[src/rtl/seg7_pkg.sv]
// Shared types and constants for the multiplexed 7-segment scan driver:
// FSM state encoding, hex-to-segment table (active-high, {g,f,e,d,c,b,a}) and blank pattern.
package seg7_pkg;

   typedef enum logic [0:0] {
      IDLE = 1'b0,
      SCAN = 1'b1
   } state_t;

   localparam logic [6:0] HEX_TABLE [16] = '{
      7'h3F, 7'h06, 7'h5B, 7'h4F, 7'h66, 7'h6D, 7'h7D, 7'h07,
      7'h7F, 7'h6F, 7'h77, 7'h7C, 7'h39, 7'h5E, 7'h79, 7'h71
   };

   localparam logic [6:0] SEG_BLANK = 7'h00;

endpackage

[src/rtl/seg7_hex_decode.sv]
// Combinational nibble to 7-segment decoder; produces the active-high pattern,
// output polarity is applied by the parent.
module seg7_hex_decode
   import seg7_pkg::*;
(
   input  logic [3:0] nibble,
   output logic [6:0] pattern
);

   assign pattern = HEX_TABLE[nibble];

endmodule

[src/rtl/seg7_scan_driver.sv]
// Multiplexed 7-segment scan driver: synchronises scan_clk, steps one digit per rising edge
// and snapshots the display data once per frame. Optional macro: SEG7_BLANK_LEADING_ZERO_EN.
module seg7_scan_driver
   import seg7_pkg::*;
#(
   parameter int NUM_DIGITS     = 4,
   parameter bit SEG_ACTIVE_LOW = 1'b1
) (
   input  logic                    clk,
   input  logic                    reset_n,
   input  logic                    scan_clk,
   input  logic                    en,
   input  logic [4*NUM_DIGITS-1:0] data_in,
   input  logic [NUM_DIGITS-1:0]   dp_in,
   output logic [NUM_DIGITS-1:0]   an,
   output logic [6:0]              seg,
   output logic                    dp,
   output logic                    frame_done
);

   localparam int                    IW       = $clog2(NUM_DIGITS);
   localparam logic [IW-1:0]         LAST_IDX = IW'(NUM_DIGITS - 1);
   localparam logic [NUM_DIGITS-1:0] AN_OFF   = {NUM_DIGITS{SEG_ACTIVE_LOW}};
   localparam logic [6:0]            SEG_OFF  = {7{SEG_ACTIVE_LOW}};
   localparam logic                  DP_OFF   = SEG_ACTIVE_LOW;

   logic [1:0]              rst_sync_reg;
   logic                    rst_int_n;
   logic [2:0]              sync_reg;
   logic                    tick;
   state_t                  state_reg, state_next;
   logic [IW-1:0]           idx_reg, idx_next;
   logic [4*NUM_DIGITS-1:0] snap_data_reg, snap_data_next;
   logic [NUM_DIGITS-1:0]   snap_dp_reg, snap_dp_next;
   logic                    frame_done_next;
   logic [NUM_DIGITS-1:0]   an_onehot;
   logic [3:0]              nibble_sel;
   logic                    dp_sel;
   logic                    lead_zero;
   logic [6:0]              pattern;
   logic [NUM_DIGITS-1:0]   an_reg;
   logic [6:0]              seg_reg;
   logic                    dp_reg;
   logic                    frame_done_reg;

   // Reset asserts asynchronously but releases on a clock edge.
   always_ff @(posedge clk or negedge reset_n) begin
      if (!reset_n) rst_sync_reg <= 2'b00;
      else          rst_sync_reg <= {rst_sync_reg[0], 1'b1};
   end
   assign rst_int_n = rst_sync_reg[1];

   assign tick = sync_reg[1] & ~sync_reg[2];

   always_comb begin
      state_next      = state_reg;
      idx_next        = idx_reg;
      snap_data_next  = snap_data_reg;
      snap_dp_next    = snap_dp_reg;
      frame_done_next = 1'b0;
      if (!en) begin
         state_next = IDLE;
      end else if (tick) begin
         if (state_reg == IDLE || idx_reg == LAST_IDX) begin
            state_next      = SCAN;
            idx_next        = '0;
            snap_data_next  = data_in;
            snap_dp_next    = dp_in;
            frame_done_next = (state_reg == SCAN);
         end else begin
            idx_next = idx_reg + 1'b1;
         end
      end
   end

   // Outputs are derived from the next-state values so they register on the tick edge itself.
   always_comb begin
      nibble_sel = '0;
      dp_sel     = 1'b0;
      for (int i = 0; i < NUM_DIGITS; i++) begin
         if (idx_next == IW'(i)) begin
            nibble_sel = snap_data_next[4*i +: 4];
            dp_sel     = snap_dp_next[i];
         end
      end
   end

`ifdef SEG7_BLANK_LEADING_ZERO_EN
   always_comb begin
      logic upper_zero;
      upper_zero = 1'b1;
      lead_zero  = 1'b0;
      for (int i = NUM_DIGITS - 1; i >= 1; i--) begin
         upper_zero = upper_zero & (snap_data_next[4*i +: 4] == 4'h0);
         if (idx_next == IW'(i)) lead_zero = upper_zero;
      end
   end
`else
   assign lead_zero = 1'b0;
`endif

   generate
      for (genvar gi = 0; gi < NUM_DIGITS; gi++) begin : g_an
         assign an_onehot[gi] = (idx_next == IW'(gi));
      end
   endgenerate

   seg7_hex_decode u_hex_decode (
      .nibble  (nibble_sel),
      .pattern (pattern)
   );

   always_ff @(posedge clk or negedge rst_int_n) begin
      if (!rst_int_n) begin
         sync_reg       <= 3'b000;
         state_reg      <= IDLE;
         idx_reg        <= '0;
         snap_data_reg  <= '0;
         snap_dp_reg    <= '0;
         an_reg         <= AN_OFF;
         seg_reg        <= SEG_OFF;
         dp_reg         <= DP_OFF;
         frame_done_reg <= 1'b0;
      end else begin
         sync_reg       <= {sync_reg[1:0], scan_clk};
         state_reg      <= state_next;
         idx_reg        <= idx_next;
         snap_data_reg  <= snap_data_next;
         snap_dp_reg    <= snap_dp_next;
         frame_done_reg <= frame_done_next;
         if (state_next == IDLE) begin
            an_reg  <= AN_OFF;
            seg_reg <= SEG_OFF;
            dp_reg  <= DP_OFF;
         end else begin
            an_reg  <= an_onehot ^ AN_OFF;
            seg_reg <= (lead_zero ? SEG_BLANK : pattern) ^ SEG_OFF;
            dp_reg  <= dp_sel ^ DP_OFF;
         end
      end
   end

   assign an         = an_reg;
   assign seg        = seg_reg;
   assign dp         = dp_reg;
   assign frame_done = frame_done_reg;

endmodule
[config.mk]
export PLATFORM = sky130hd
export DESIGN_NAME = seg7_scan_driver
export DESIGN_NICKNAME = d
export VERILOG_FILES = /design/src/rtl/seg7_pkg.sv /design/src/rtl/seg7_hex_decode.sv /design/src/rtl/seg7_scan_driver.sv
export SDC_FILE = /design/constraint.sdc
export NUM_CORES = 1
export LEC_CHECK = 0
export CAP_MARGIN = 20
export CORE_MARGIN = 1.5
export CORE_UTILIZATION = 48
export CTS_BUF_LIST = sky130_fd_sc_hd__clkbuf_4
export CTS_CLUSTER_DIAMETER = 50
export DETAILED_ROUTE_END_ITERATION = 8
export PLACE_DENSITY = 0.83
export SYNTH_ARGS = -nofsm -noshare
export SYNTH_HDL_FRONTEND = slang
export SYNTH_SLANG_ARGS = --single-unit
[constraint.sdc]
create_clock -name clk -period 1.2 [get_ports clk]
set_input_delay 0.18 -clock clk [delete_from_list [all_inputs] [get_ports clk]]
set_output_delay 0.18 -clock clk [all_outputs]
set_load 0.03 [all_outputs]
# Word level (Yosys, flattened, before mapping)

Memories as Yosys holds them, arrays and structs flattened.
Index checks and enable logic that the tools add are counted.

$add $sub $neg: 1
$lt $le $gt $ge: 1
Eq/ne operators: 4
Mux-type cells: 28
Bitwise logic cells: 7
Reduce and logical (&&, ||, !) cells: 2

Operator list:

| cell                                                            | count |
|---|---|
| 16-bit two-way mux                                              | 3 |
| 4-bit two-way mux                                               | 8 |
| 7-bit two-way mux                                               | 3 |
| 1-bit two-way mux                                               | 11 |
| 7-bit NOT                                                       | 1 |
| 2-bit == test, second input constant                            | 3 |
| 2-bit two-way mux                                               | 3 |
| 5-bit >= comparator, second input constant                      | 1 |
| 4-bit NOT with 5-bit output                                     | 1 |
| 4-bit NOT                                                       | 1 |
| 1-bit NOT                                                       | 3 |
| 2-bit by 1-bit adder with 2-bit output, second input constant   | 1 |
| 2-bit by 1-bit == test with 1-bit output, second input constant | 1 |
| 2-bit logical NOT                                               | 1 |
| 1-bit AND                                                       | 1 |
| 1-bit logical OR                                                | 1 |

Bits in registers: 41
Bits in read-only memories: 112
Memories kept: 1

Memories:

| memory          | depth | bits a word | rd ports | clocked after Yosys merged registers in | write ports | line                  | source |
|---|---|---|---|---|---|---|---|
| (no name shown) | 16    | 7           | 1        | 0                                       | 0           | seg7_hex_decode.sv:10 | `assign pattern = HEX_TABLE[nibble];` |

# Longest topological paths before layout

Gate-level depths: netlist of the first run.

Depth in word-level cells: 16
Mapped depth: 14

# By module

Synthesis of the first run repeated with hierarchy kept, for this count alone.

Cell total of the unflattened synthesis: 207
Area, all modules: 2,018.2 um2

Modules (own cells, without submodules):

| module           | times used | cells an instance | area each (um2) | seq. area each (um2) |
|---|---|---|---|---|
| seg7_scan_driver | 1          | 174               | 1,730.4         | 1,041.0 |
| seg7_hex_decode  | 1          | 33                | 287.8           | 0.0 |

# Worst setup path before layout of the first run

No wires, ideal clock.

Path kind: flip-flop to flip-flop
From: reg idx_reg[0]
To: reg seg_reg[5] (netlist: seg[5])
Library setup time: 0.084 ns
Arrival: 2.335 ns
Slack: -1.218 ns
Stages on the path, launching flop included: 12
Buffers on the path: 1
Clock period less this slack: 2.418 ns
Path through: dfrtp_1 -> ha_1 -> nor3b_1 -> mux2i_4 -> o221ai_1 -> and2_1 -> buf_2 -> inv_1 -> ha_1 -> nand2_2 -> o21ai_1 -> a221o_1

Longest elaborated chain between the ends: 16

Ends and longest elaborated chain:

| element                                                         | line                    | source |
|---|---|---|
| start: declaration                                              | seg7_scan_driver.sv:32  | `logic [IW-1:0] idx_reg, idx_next;` |
| start signal: assignment                                        | seg7_scan_driver.sv:127 | `idx_reg <= idx_next;` |
| branches (longest 15 deep; another with memory read 16 x 7 bit) | --                      |  |
| 7-bit two-way mux *                                             | seg7_scan_driver.sv:131 | `if (state_next == IDLE) begin` |
| end signal: assignment                                          | seg7_scan_driver.sv:137 | `seg_reg <= (lead_zero ? SEG_BLANK : pattern) ^ SEG_OFF;` |
| end: declaration                                                | seg7_scan_driver.sv:42  | `logic [6:0] seg_reg;` |

Mark *: on every way between the ends. The select of a mux whose other input is x is not followed.

# Worst setup path in the final report of the first run

From: reg idx_reg[1]
To: reg seg_reg[0] (netlist: seg[0])

Same word-level chain as after synthesis.

==> out/qor.yml, run 1 <==
power_and_ir_drop:
  power_density_nw_per_um2: 1537
  leakage_nw: 1.490
  max-vdd-ir-drop_v: 0.0008495
sta:
  drv_slew: 0
  fin_ws_ps: -1310
  hold_viol: 0
  finClkSkew_ps: 17.15
  whs_ps: 225.4
  rsz0062_at_grt: "true"
  fin_crit_sh_pct: 209.2
  setup-violations-final: 47
  period_needed_ps: 2510
  max_freq_mhz: 398.4
setup_path:
  timing.rr.end: "seg[0]"
  cp-endpoint: "seg[0]"
  r2r_cells: 10
  cp_top_family: "simple AND/OR/NAND/NOR gates"
  crit_path_frequent_cell: "buf_4"
  critPathKind: "reg -> reg"
  r2r-start: "idx_reg[1]"
  critPathSlowestCell: "dfrtp_1"
  r2r_setup_slack_ps: -1310
  worstPathMaxFanout: 6
  cp-startpoint: "idx_reg[1]"
  critical_path.cell_chain: "ha_4 -> and3b_2 -> mux2i_4 -> buf_4 -> o22ai_2 -> o22ai_4 -> buf_4 -> and2_4 -> nor3_1 -> o31ai_2"
  cpPeakStageDelay_ps: 450
  required_ps: 1510
  path_buf_inv: 2
  cp.depth: 10
  start_kind: "flip-flop"
  critical_path_arrival_ps: 2820
  end_kind: "flip-flop"
clock_network:
  clkSlewWorstSetupHoldPaths_ps: 120
  clock_latency_ps: 370
  cts_tree: "done"
  numCtsBuffers: 5
  cts_root_buf: "clkbuf_4"
  htree_levels: 2
  cts_sinks: 41
  clk_path_buf_depth: 2
synthesis:
  ys.warnings.count: 0
  ys_ff_latch: 41
  syn_inst: 188
  synth-compound-area-share_pct: 12.58
  netlist_area_um2: 1939
  syn_nets: 219
  synth_fa_ha_area_share_pct: 4.516
  synth-seq-area-share_pct: 53.68
  synth_mux_area_share_pct: 5.613
  synth-simple-area-share_pct: 18.52
  synth_top_family_by_area: "simple AND/OR/NAND/NOR gates"
  synth_xor_area_share_pct: 0
  ys_types: 37
  avgSynthCellArea_um2: 10.32
placed_design:
  port_buffers: 36
  hpwl_um: 3179
  place_congestion: 0.8155
final_layout:
  multi_input_area_um2: 1127
  layout-drive-gt1-share_pct: 55.52
  largest_reg_flops: 16
  final-seq-area_um2: 1042
  diodes: 0
  finish.utilization_pct: 87.03
  nets: 311
  area_growth_pct: 69.23
  fillCellCount: 171
die:
  io_pins: 37
  fp.dieH_um: 66.57
  fp.dieW_um: 66.57
  initial_core_util_pct: 51.43
  dieArea_um2: 4431
  core_um2: 3771
  fp-row-count: 22
routing:
  first_pass_iters: 4
  ant_nets: 0
  vias_per_cell: 5.790
  vias: 1905
  routed_wl_um: 7201
  initialDrtViolationCount: 185
  post-route-drc-count: 0
  detail_route.wl_per_cell_um: 21.89
min_path:
  hold_path.class: "reg -> async"
job:
  maxCapViolCount: 0
grt:
  grt_max_degree: 40
  grt_pass1_wl_um: 9163
  first_global_vias: 1837
  grt_usage_pct: 29.11
  grt-ovfl-total: 0
  antenna_found_initial: 0
status:
  violations: "setup timing"
  status: "complete, but fails checks"
-- layer usage --
layer,wire length (µm),global-route usage [%],vias to the layer above
li1,-,-,816
met1,2745,32.78,951
met2,3751,50.63,104
met3,435,7.095,34
met4,268,15.31,0
met5,0,0,-
-- per-stage QoR --
step	instance area, µm²	power, mW	setup TNS (ps)	cells	worst slack, ps
floorplan	1998	2.758	-11920	188	-940.3
detailed placement	2562	3.299	-26210	294	-1524
finish	3282	5.045	-22900	329	-1310
CTS	3007	4.401	-16370	318	-1093
global placement	2562	3.211	-24000	294	-1423
global route	3282	5.211	-24380	329	-1370
-- cells in the mapped netlist (all sizes together) --
master / n / share of area [%]
ha: 7 / 4.5
o21ai: 8 / 2.1
o211a: 1 / 0.52
mux2: 2 / 1.2
nand3: 2 / 0.52
and2: 3 / 1.2
o22ai: 6 / 3.4
dfrtp: 29 / 37
o31ai: 1 / 0.65
a21oi: 2 / 0.52
clkbuf: 4 / 0.77
nor2b: 1 / 0.71
o221ai: 4 / 1.8
buf: 5 / 2.4
and3b: 2 / 0.90
nor2: 3 / 0.58
nor3: 3 / 0.77
inv: 9 / 1.7
nand2: 65 / 13
dfstp: 12 / 16
conb: 1 / 0.19
o21a: 3 / 1.2
mux2i: 7 / 4.5
a211o: 1 / 0.45
a221o: 3 / 1.5
nor3b: 2 / 0.77
o22a: 1 / 0.52
and3: 1 / 0.39
-- how the worst min path moves through the flow --
stage                          startpoint                end  slack (ps)
final                     rst_sync_reg[1]        sync_reg[1]         230
after floorplan                   reset_n    rst_sync_reg[0]        -120
after detailed placement  rst_sync_reg[1]  snap_data_reg[10]         230
after global routing             scan_clk        sync_reg[0]         240
after CTS                        scan_clk        sync_reg[0]         230
after global placement    rst_sync_reg[1]   snap_data_reg[8]         230
-- layout by cell type, fill, tap and decap left out, drive strengths merged, types with 3 or more instances in the layout --
cell / count
ha: 7
clkbuf: 8
o221ai: 4
o21ai: 8
nor2: 3
nor3: 3
o22ai: 7
buf: 68
o21a: 3
dfstp: 12
a221o: 3
nand2: 65
mux2i: 7
clkdlybuf4s50: 23
inv: 9
and2: 3
dfrtp: 29
-- where the power goes --
group | internal (mW) | leakage [nW] | switching (mW)
registers | 1.62 | 0.488 | 0.199
logic | 1.22 | 0.969 | 1.27
clock network | 0.271 | 0.0338 | 0.462
-- repair_timing --
item | in CTS | in global routing
pin swaps | 14 | 21
gates cloned | 2 | 1
hold endpoints to repair | 2 | 0
gates resized for setup | 66 | 53
setup endpoints to repair | 48 | 48
buffers inserted | 14 | 14
hold buffers | 1 | 0
-- layout make-up --
type | instances | share of cell area [%]
flip-flops and latches | 41 | 31.76
repair buffers | 93 | 29.01
clock buffers | 7 | 1.601
clock inverters | 1 | 0.1144
inverters | 9 | 1.334
well taps | 48 | 1.830
multi-input cells | 130 | 34.35
-- worst reg2reg max path, delay by kind of cell, from the launching register on --
| family | cells | cell delay (ps) |
|---|---|---|
| DFF | 1 | 450 |
| muxes | 1 | 120 |
| and+or+nand+nor | 3 | 700 |
| buffers and inverters | 2 | 340 |
| adders and majority gates | 1 | 310 |
| AOI/OAI and AO/OA | 3 | 520 |
-- kinds of logic (layout without fill, tap and decap cells) --
kind of cell	count (synthesis)	in the layout
simple gates	82	82
flops	41	41
compound gates	30	31
buf+inv	18	110
mux	9	9
fa+ha+maj	7	7
other cells	1	1
Note: power is estimated with default switching activity, not from simulation.
==> inputs of run 2 (changes only) <==
--- a/config.mk
+++ b/config.mk
@@ -9,7 +9,7 @@
 export CORE_MARGIN = 1.5
 export CORE_UTILIZATION = 48
 export CTS_BUF_LIST = sky130_fd_sc_hd__clkbuf_4
-export CTS_CLUSTER_DIAMETER = 50
+export CTS_CLUSTER_DIAMETER = 40
 export DETAILED_ROUTE_END_ITERATION = 8
 export PLACE_DENSITY = 0.83
 export SYNTH_ARGS = -nofsm -noshare
==> results of run 2 <==
The final DEF is identical to that of run 1; final timing and power are the same.
==> inputs of run 3 (changes only) <==
--- a/config.mk
+++ b/config.mk
@@ -5,6 +5,7 @@
 export SDC_FILE = /design/constraint.sdc
 export NUM_CORES = 1
 export LEC_CHECK = 0
+export ABC_CLOCK_PERIOD_IN_PS = 1200
 export CAP_MARGIN = 20
 export CORE_MARGIN = 1.5
 export CORE_UTILIZATION = 48
==> results of run 3 <==
The final DEF is identical to that of run 1; final timing and power are the same.
